$ cat src/rtl/pipelined_adder.sv
// Pipelined add/subtract unit: operands are split into STAGES slices, one slice is
// summed per stage and its carry is registered into the next stage. Valid/ready on both sides.
module pipelined_adder #(
    parameter int WIDTH  = 32,
    parameter int STAGES = 4
) (
    input  logic             clk,
    input  logic             reset_n,
    input  logic             in_valid,
    output logic             in_ready,
    input  logic [WIDTH-1:0] a,
    input  logic [WIDTH-1:0] b,
    input  logic             cin,
    input  logic             sub,
    output logic             out_valid,
    input  logic             out_ready,
    output logic [WIDTH-1:0] sum,
    output logic             cout,
    output logic             overflow,
    output logic             zero
);

    localparam int SLICE = WIDTH / STAGES;
    localparam int LAST  = STAGES - 1;

    logic             r_valid [STAGES];
    logic             r_carry [STAGES];
    logic [WIDTH-1:0] r_sum   [STAGES];
    logic [WIDTH-1:0] r_a     [STAGES];
    logic [WIDTH-1:0] r_b     [STAGES];
    logic             r_ovf;
    logic             r_zero;

    logic             w_ready     [STAGES];
    logic             w_src_valid [STAGES];
    logic             w_src_carry [STAGES];
    logic [WIDTH-1:0] w_src_sum   [STAGES];
    logic [WIDTH-1:0] w_src_a     [STAGES];
    logic [WIDTH-1:0] w_src_b     [STAGES];
    logic [WIDTH-1:0] w_nxt_sum   [STAGES];
    logic [SLICE:0]   w_slice     [STAGES];
    logic             w_nxt_ovf;
    logic             w_nxt_zero;

    always_comb begin
        logic v_acc;
        // ready_i = !valid_i || ready_{i+1}, unrolled from the output side
        v_acc = out_ready;
        for (int unsigned i = STAGES; i > 0; i--) begin
            v_acc        = v_acc | ~r_valid[i-1];
            w_ready[i-1] = v_acc;
        end

        w_src_valid[0] = in_valid;
        w_src_carry[0] = sub | cin;
        w_src_sum[0]   = '0;
        w_src_a[0]     = a;
        w_src_b[0]     = sub ? ~b : b;
        for (int unsigned i = 1; i < STAGES; i++) begin
            w_src_valid[i] = r_valid[i-1];
            w_src_carry[i] = r_carry[i-1];
            w_src_sum[i]   = r_sum[i-1];
            w_src_a[i]     = r_a[i-1];
            w_src_b[i]     = r_b[i-1];
        end

        for (int unsigned i = 0; i < STAGES; i++) begin
            w_slice[i] = {1'b0, w_src_a[i][i*SLICE +: SLICE]}
                       + {1'b0, w_src_b[i][i*SLICE +: SLICE]}
                       + {{SLICE{1'b0}}, w_src_carry[i]};
            w_nxt_sum[i] = w_src_sum[i];
            w_nxt_sum[i][i*SLICE +: SLICE] = w_slice[i][SLICE-1:0];
        end

        w_nxt_ovf  = (w_src_a[LAST][WIDTH-1] == w_src_b[LAST][WIDTH-1])
                  && (w_nxt_sum[LAST][WIDTH-1] != w_src_a[LAST][WIDTH-1]);
        w_nxt_zero = (w_nxt_sum[LAST] == '0);
    end

    always_ff @(posedge clk or negedge reset_n) begin
        if (!reset_n) begin
            for (int unsigned i = 0; i < STAGES; i++) begin
                r_valid[i] <= 1'b0;
                r_carry[i] <= 1'b0;
                r_sum[i]   <= '0;
                r_a[i]     <= '0;
                r_b[i]     <= '0;
            end
            r_ovf  <= 1'b0;
            r_zero <= 1'b0;
        end else begin
            for (int unsigned i = 0; i < STAGES; i++) begin
                if (w_ready[i]) begin
                    r_valid[i] <= w_src_valid[i];
                    // Data registers only move with a real transaction; bubbles leave them untouched
                    if (w_src_valid[i]) begin
                        r_carry[i] <= w_slice[i][SLICE];
                        r_sum[i]   <= w_nxt_sum[i];
                        r_a[i]     <= w_src_a[i];
                        r_b[i]     <= w_src_b[i];
                    end
                end
            end
            if (w_ready[LAST] && w_src_valid[LAST]) begin
                r_ovf  <= w_nxt_ovf;
                r_zero <= w_nxt_zero;
            end
        end
    end

    assign in_ready  = w_ready[0];
    assign out_valid = r_valid[LAST];
    assign sum       = r_sum[LAST];
    assign cout      = r_carry[LAST];
    assign overflow  = r_ovf;
    assign zero      = r_zero;

endmodule

$ cat config.mk
export PLATFORM = sky130hd
export DESIGN_NAME = pipelined_adder
export DESIGN_NICKNAME = d
export VERILOG_FILES = /design/src/rtl/pipelined_adder.sv
export SDC_FILE = /design/constraint.sdc
export NUM_CORES = 1
export LEC_CHECK = 0
export CAP_MARGIN = 10
export CORE_MARGIN = 8
export CORE_UTILIZATION = 55
export DETAILED_ROUTE_END_ITERATION = 8
export GPL_ROUTABILITY_DRIVEN = 1
export PLACE_DENSITY_LB_ADDON = 0.1
export SETUP_SLACK_MARGIN = 0.5
export SLEW_MARGIN = 20
export SYNTH_ARGS = -nofsm -noshare
export SYNTH_HDL_FRONTEND = slang
export SYNTH_SLANG_ARGS = --single-unit
$ cat constraint.sdc
create_clock -name clk -period 4.17 [get_ports clk]
set_input_delay 0.834 -clock clk [delete_from_list [all_inputs] [get_ports clk]]
set_output_delay 0.834 -clock clk [all_outputs]
set_load 0.01 [all_outputs]
# After elaboration in Yosys (flattened, before gate mapping)
# Index checks and enable logic that the tools add are counted.
totals:
  ram_bits: 0
  output_inout_bits: 37
  in_bits: 70
  romBits: 0
  n_memories: 0
  wordCells: 48
  regBits: 282
  latchBits: 0
classes:
  n_div: 0
  eq_ne: 2
  shift: 0
  n_reduce_logical: 7
  n_addsub: 8
  multipliers: 0
  magnitude_cmp: 0
  mux: 1
  bitwise_logic: 10
op_table:
  columns: ["operator", "count"]
  rows:
  - ["$add A8 B8 Y9", 4]
  - ["$add A9 B1 Y9", 4]
  - ["$logic_not A32 Y1", 1]
  - ["$mux W32", 1]
  - ["$not A32 Y32", 1]
  - ["$reduce_and A2 Y1", 4]
  - ["$or A1 B1 Y1", 5]
  - ["$not A1 Y1", 4]
  - ["$logic_and A1 B1 Y1", 2]
  - ["$eq A1 B1 Y1", 1]
  - ["$ne A1 B1 Y1", 1]

# Logic depth before layout (Yosys ltp)
logic_depth:
  word_depth: 6
  depth_mapped: 11

# Worst setup path before layout
# Ideal clock, no wire load.
synth_path:
  path_kind: "input -> register"
  from: "input port sub"
  to: "register r_carry[3] (netlist bit)"
  required_time_ps: 4043
  slack_ps: 816
  arrival_ps: 3227
  path_stages: 11
  cell_sequence: "buf_2 -> buf_2 -> or2_2 -> fa_1 -> fa_1 -> a21o_1 -> a21oi_1 -> o21ai_0 -> a21o_1 -> a211oi_1 -> a21oi_1"
synth_via:
  elab_chain_cells: 3
synth_lines:
  columns: ["item", "line_no", "source"]
  rows:
  - ["from (decl)", "14", "input logic sub,"]
  - ["$mux W32", "58", "w_src_b[0] = sub ? ~b : b;"]
  - ["$add A8 B8 Y9", "69", "+ {1'b0, w_src_b[i][i*SLICE +: SLICE]}"]
  - ["$add A9 B1 Y9 (*)", "70", "+ {{SLICE{1'b0}}, w_src_carry[i]};"]
  - ["to (signal, indexed assignment)", "97", "r_carry[i] <= w_slice[i][SLICE];"]
  - ["to (decl)", "27", "logic r_carry [STAGES];"]
# Every way passes the cells marked *; elsewhere a longest branch is shown, timed or not.
# A chain may end at the register's enable or synchronous reset.

# Worst setup path in the final report
layout_path:
  from: "input port out_ready"
  to: "output port in_ready"
layout_via:
  elab_chain_cells: 4
layout_lines:
  columns: ["item", "line_no", "source"]
  rows:
  - ["from (decl)", "16", "input logic out_ready,"]
  - ["$or A1 B1 Y1 (4 in a row)", "50", "v_acc = v_acc | ~r_valid[i-1];"]
  - ["to (decl)", "10", "output logic in_ready,"]
# Every way passes these cells.

==> results.txt <==
worst setup path startpoint: out_ready
overall die width: 141 µm
largest fanout on the critical path: 5
synthesis warning total: 0
CP Data Required Time: 3.34 ns
Clock Sink Count: 186
worst hold path class: primary input to async pin
Area Overhead vs Synth: 19.1%
TritonCTS buffer count: 17
vias per inst: 5.19
Final Core Density: 67.3%
register area: 4650 µm²
die area: 19900 µm²
Die Y: 141 µm
Max-Cap Viols: 0
Max Fclk: 0.319 GHz
number of buffers and inverters on the critical path: 3
hold slack: 0.390 ns
leakage: 4.48 nW
Clk pin slew, worst setup/hold paths: 0.07 ns
clock skew: 0.00670 ns
cells after synthesis: 692
final antenna-violating net count: 0
Final Routed Wirelength: 15.9 mm
Final Max Slew Viols: 0
CTS tree: built
first-pass GRT wire length: 27.0 mm
Row Count: 45
# fillers: 1144
family with the most delay on the worst path: buffers and inverters
most frequent CP cell: clkdlybuf4s50_1
Peak VDD IR: 376 µV
Final setup viols: 0
Final WS setup: 1.03 ns
total track usage: 16.9%
PortBufs: 106
Post-synth EDFFs: 0
RSZ-0062 raised after global routing: no
Inserted Diodes: 0
CTS Hold Bufs: 0
reg2reg start: r_carry[1]$_DFFE_PN0P_
detailed-route DRC error count: 0
vias in the first global route: 5516
Most used DFF post-synth: dfrtp_1
Cell Area, Synth: 8630 µm²
Mapped Nets: 798
worst skew pair latency: 0.43 ns
post-synthesis sequential area ratio: 54.0%
TNS Setup: 0 ns
H-tree depth: 4
via count: 5128
Routed WL per cell: 16.0 µm
fin crit share: 75.3%
Setup crit start kind: primary input
fraction of layout cells with a size suffix above 1: 22.5%
max incr delay on CP: 0.57 ns
core area: 15300 µm²
CP cell instances: clkdlybuf4s50_1 -> nand4b_1 -> inv_1 -> nand2_1 -> clkdlybuf4s50_1
Final Critical Period: 3.14 ns
Final nets: 871
initial core utilization: 56.5%
RePlAce Congestion: 0.781
clock buffer depth: 2
Final Hold Vio Count: 0
Tightest Pin Transition: 1.05 ns
synth unique cells: 44
initial antenna violation count: 0
Avg Synthesized Cell Area: 12.5 µm²
status: completed
arrival time worst endpoint: 2.31 ns
asr flop ratio synth: 100%
post-layout total power: 0.00671 W
Power Density: 653 nW/µm²
pre-CTS setup slack: 0.645 ns
#FFs+latches synth: 186
Slew headroom: 29.5%
detailed placement HPWL: 11.7 mm
Worst Path Class, Setup: primary input to output port
DR iter-0 viols: 174
crit end category: output port
TritonRoute pass-1 iters: 4
area occupied by multi-input gates: 3540 µm²
largest net degree at the start of global routing: 89
CTS Root Cell: clkbuf_16
CTS-repair resized insts: 0
Slowest cell on crit path: clkdlybuf4s50_1
IO Count: 107
# Post-CTS Setup Buffers: 0
GRT overflow: 0
-- final cells by class --
class	instances	share of cell area [%]
inverter	20	0.731
multi-input combinational	427	34.4
timing repair buffer	113	11.3
clock inverter	13	1.49
clock buffer	19	4.21
sequential	186	45.3
tap	211	2.57
-- metrics by stage --
stage | instances | cell area, µm²
final | 989 | 10300
after global routing | 989 | 10300
after CTS | 989 | 10300
after detailed placement | 957 | 9690
after global placement | 957 | 9690
after floorplan | 692 | 8630
-- power by group --
| part | total (W) | internal, W | switching, W |
|---|---|---|---|
| registers | 0.00284 | 0.00243 | 0.000412 |
| logic | 0.00226 | 0.00126 | 0.00100 |
| clock network | 0.00160 | 0.000937 | 0.000666 |
-- synth_stat cells, types with 9 or more instances --
cell / instances / share of area (%)
ha_1: 28 / 4.1
a21oi_1: 16 / 0.93
nand2_1: 57 / 2.5
xor2_1: 15 / 1.5
mux2_2: 128 / 17
nor3_1: 9 / 0.52
nor2_1: 13 / 0.57
buf_4: 33 / 2.9
dfrtp_1: 186 / 54
o21ai_0: 52 / 3.0
xnor2_1: 37 / 3.8
inv_1: 20 / 0.87
buf_2: 18 / 1.0
-- final timing paths --
| check | to | slack [ns] | depth (start not counted) |
|---|---|---|---|
| max in group asynchronous | r_a[61]$_DFFE_PN0P_ | 2.80 | 2 |
| hold reg to reg | r_sum[100]$_DFFE_PN0P_ | 0.48 | 2 |
| min in group clk | r_sum[100]$_DFFE_PN0P_ | 0.48 | 2 |
| setup / recovery | in_ready | 1.03 | 5 |
| setup reg to reg | zero$_DFFE_PN0P_ | 1.65 | 9 |
| hold / removal | r_a[108]$_DFFE_PN0P_ | 0.39 | 1 |
-- routing by layer --
metal | track usage [%] | wire length [µm]
met3 | 4.49 | 711
met1 | 22.0 | 7440
met2 | 27.1 | 7510
met4 | 5.32 | 211
met5 | 0 | 0
-- state kept, by name (all words and copies together) (netlist names) --
name and count:
cout 1, out_valid 1, overflow 1, r_a 48, r_b 48, r_carry 3, r_sum 48, r_valid 3
sum 32, zero 1
-- layout by cell type (no fill, tap or decap), types with 5 or more instances in the layout --
| master | netlist | routed |
|---|---|---|
| a21o_1 | 7 | 7 |
| a21oi_1 | 16 | 16 |
| clkbuf_16 | 0 | 17 |
| clkdlybuf4s50_1 | 0 | 104 |
| clkinv_2 | 0 | 6 |
| dfrtp_1 | 186 | 186 |
| fa_1 | 8 | 8 |
| ha_1 | 28 | 28 |
| inv_1 | 20 | 20 |
| mux2_2 | 128 | 128 |
| nand2_1 | 57 | 54 |
| nand2b_1 | 7 | 7 |
| nor2_1 | 13 | 13 |
| nor3_1 | 9 | 9 |
| o21ai_0 | 52 | 52 |
| o21bai_1 | 5 | 5 |
| xnor2_1 | 37 | 37 |
| xor2_1 | 15 | 15 |
-- logic make-up after synthesis --
kind of cell,count (synthesis),share of synthesized area (%)
buffers and inverters,79,5.13
adders and majority gates,36,5.92
AOI/OAI and AO/OA,100,6.88
muxes,129,16.8
xor gates and xnor gates,52,5.28
and+or+nand+nor,110,6.01
DFF,186,54.0
Power figures use the tool's default switching activity.
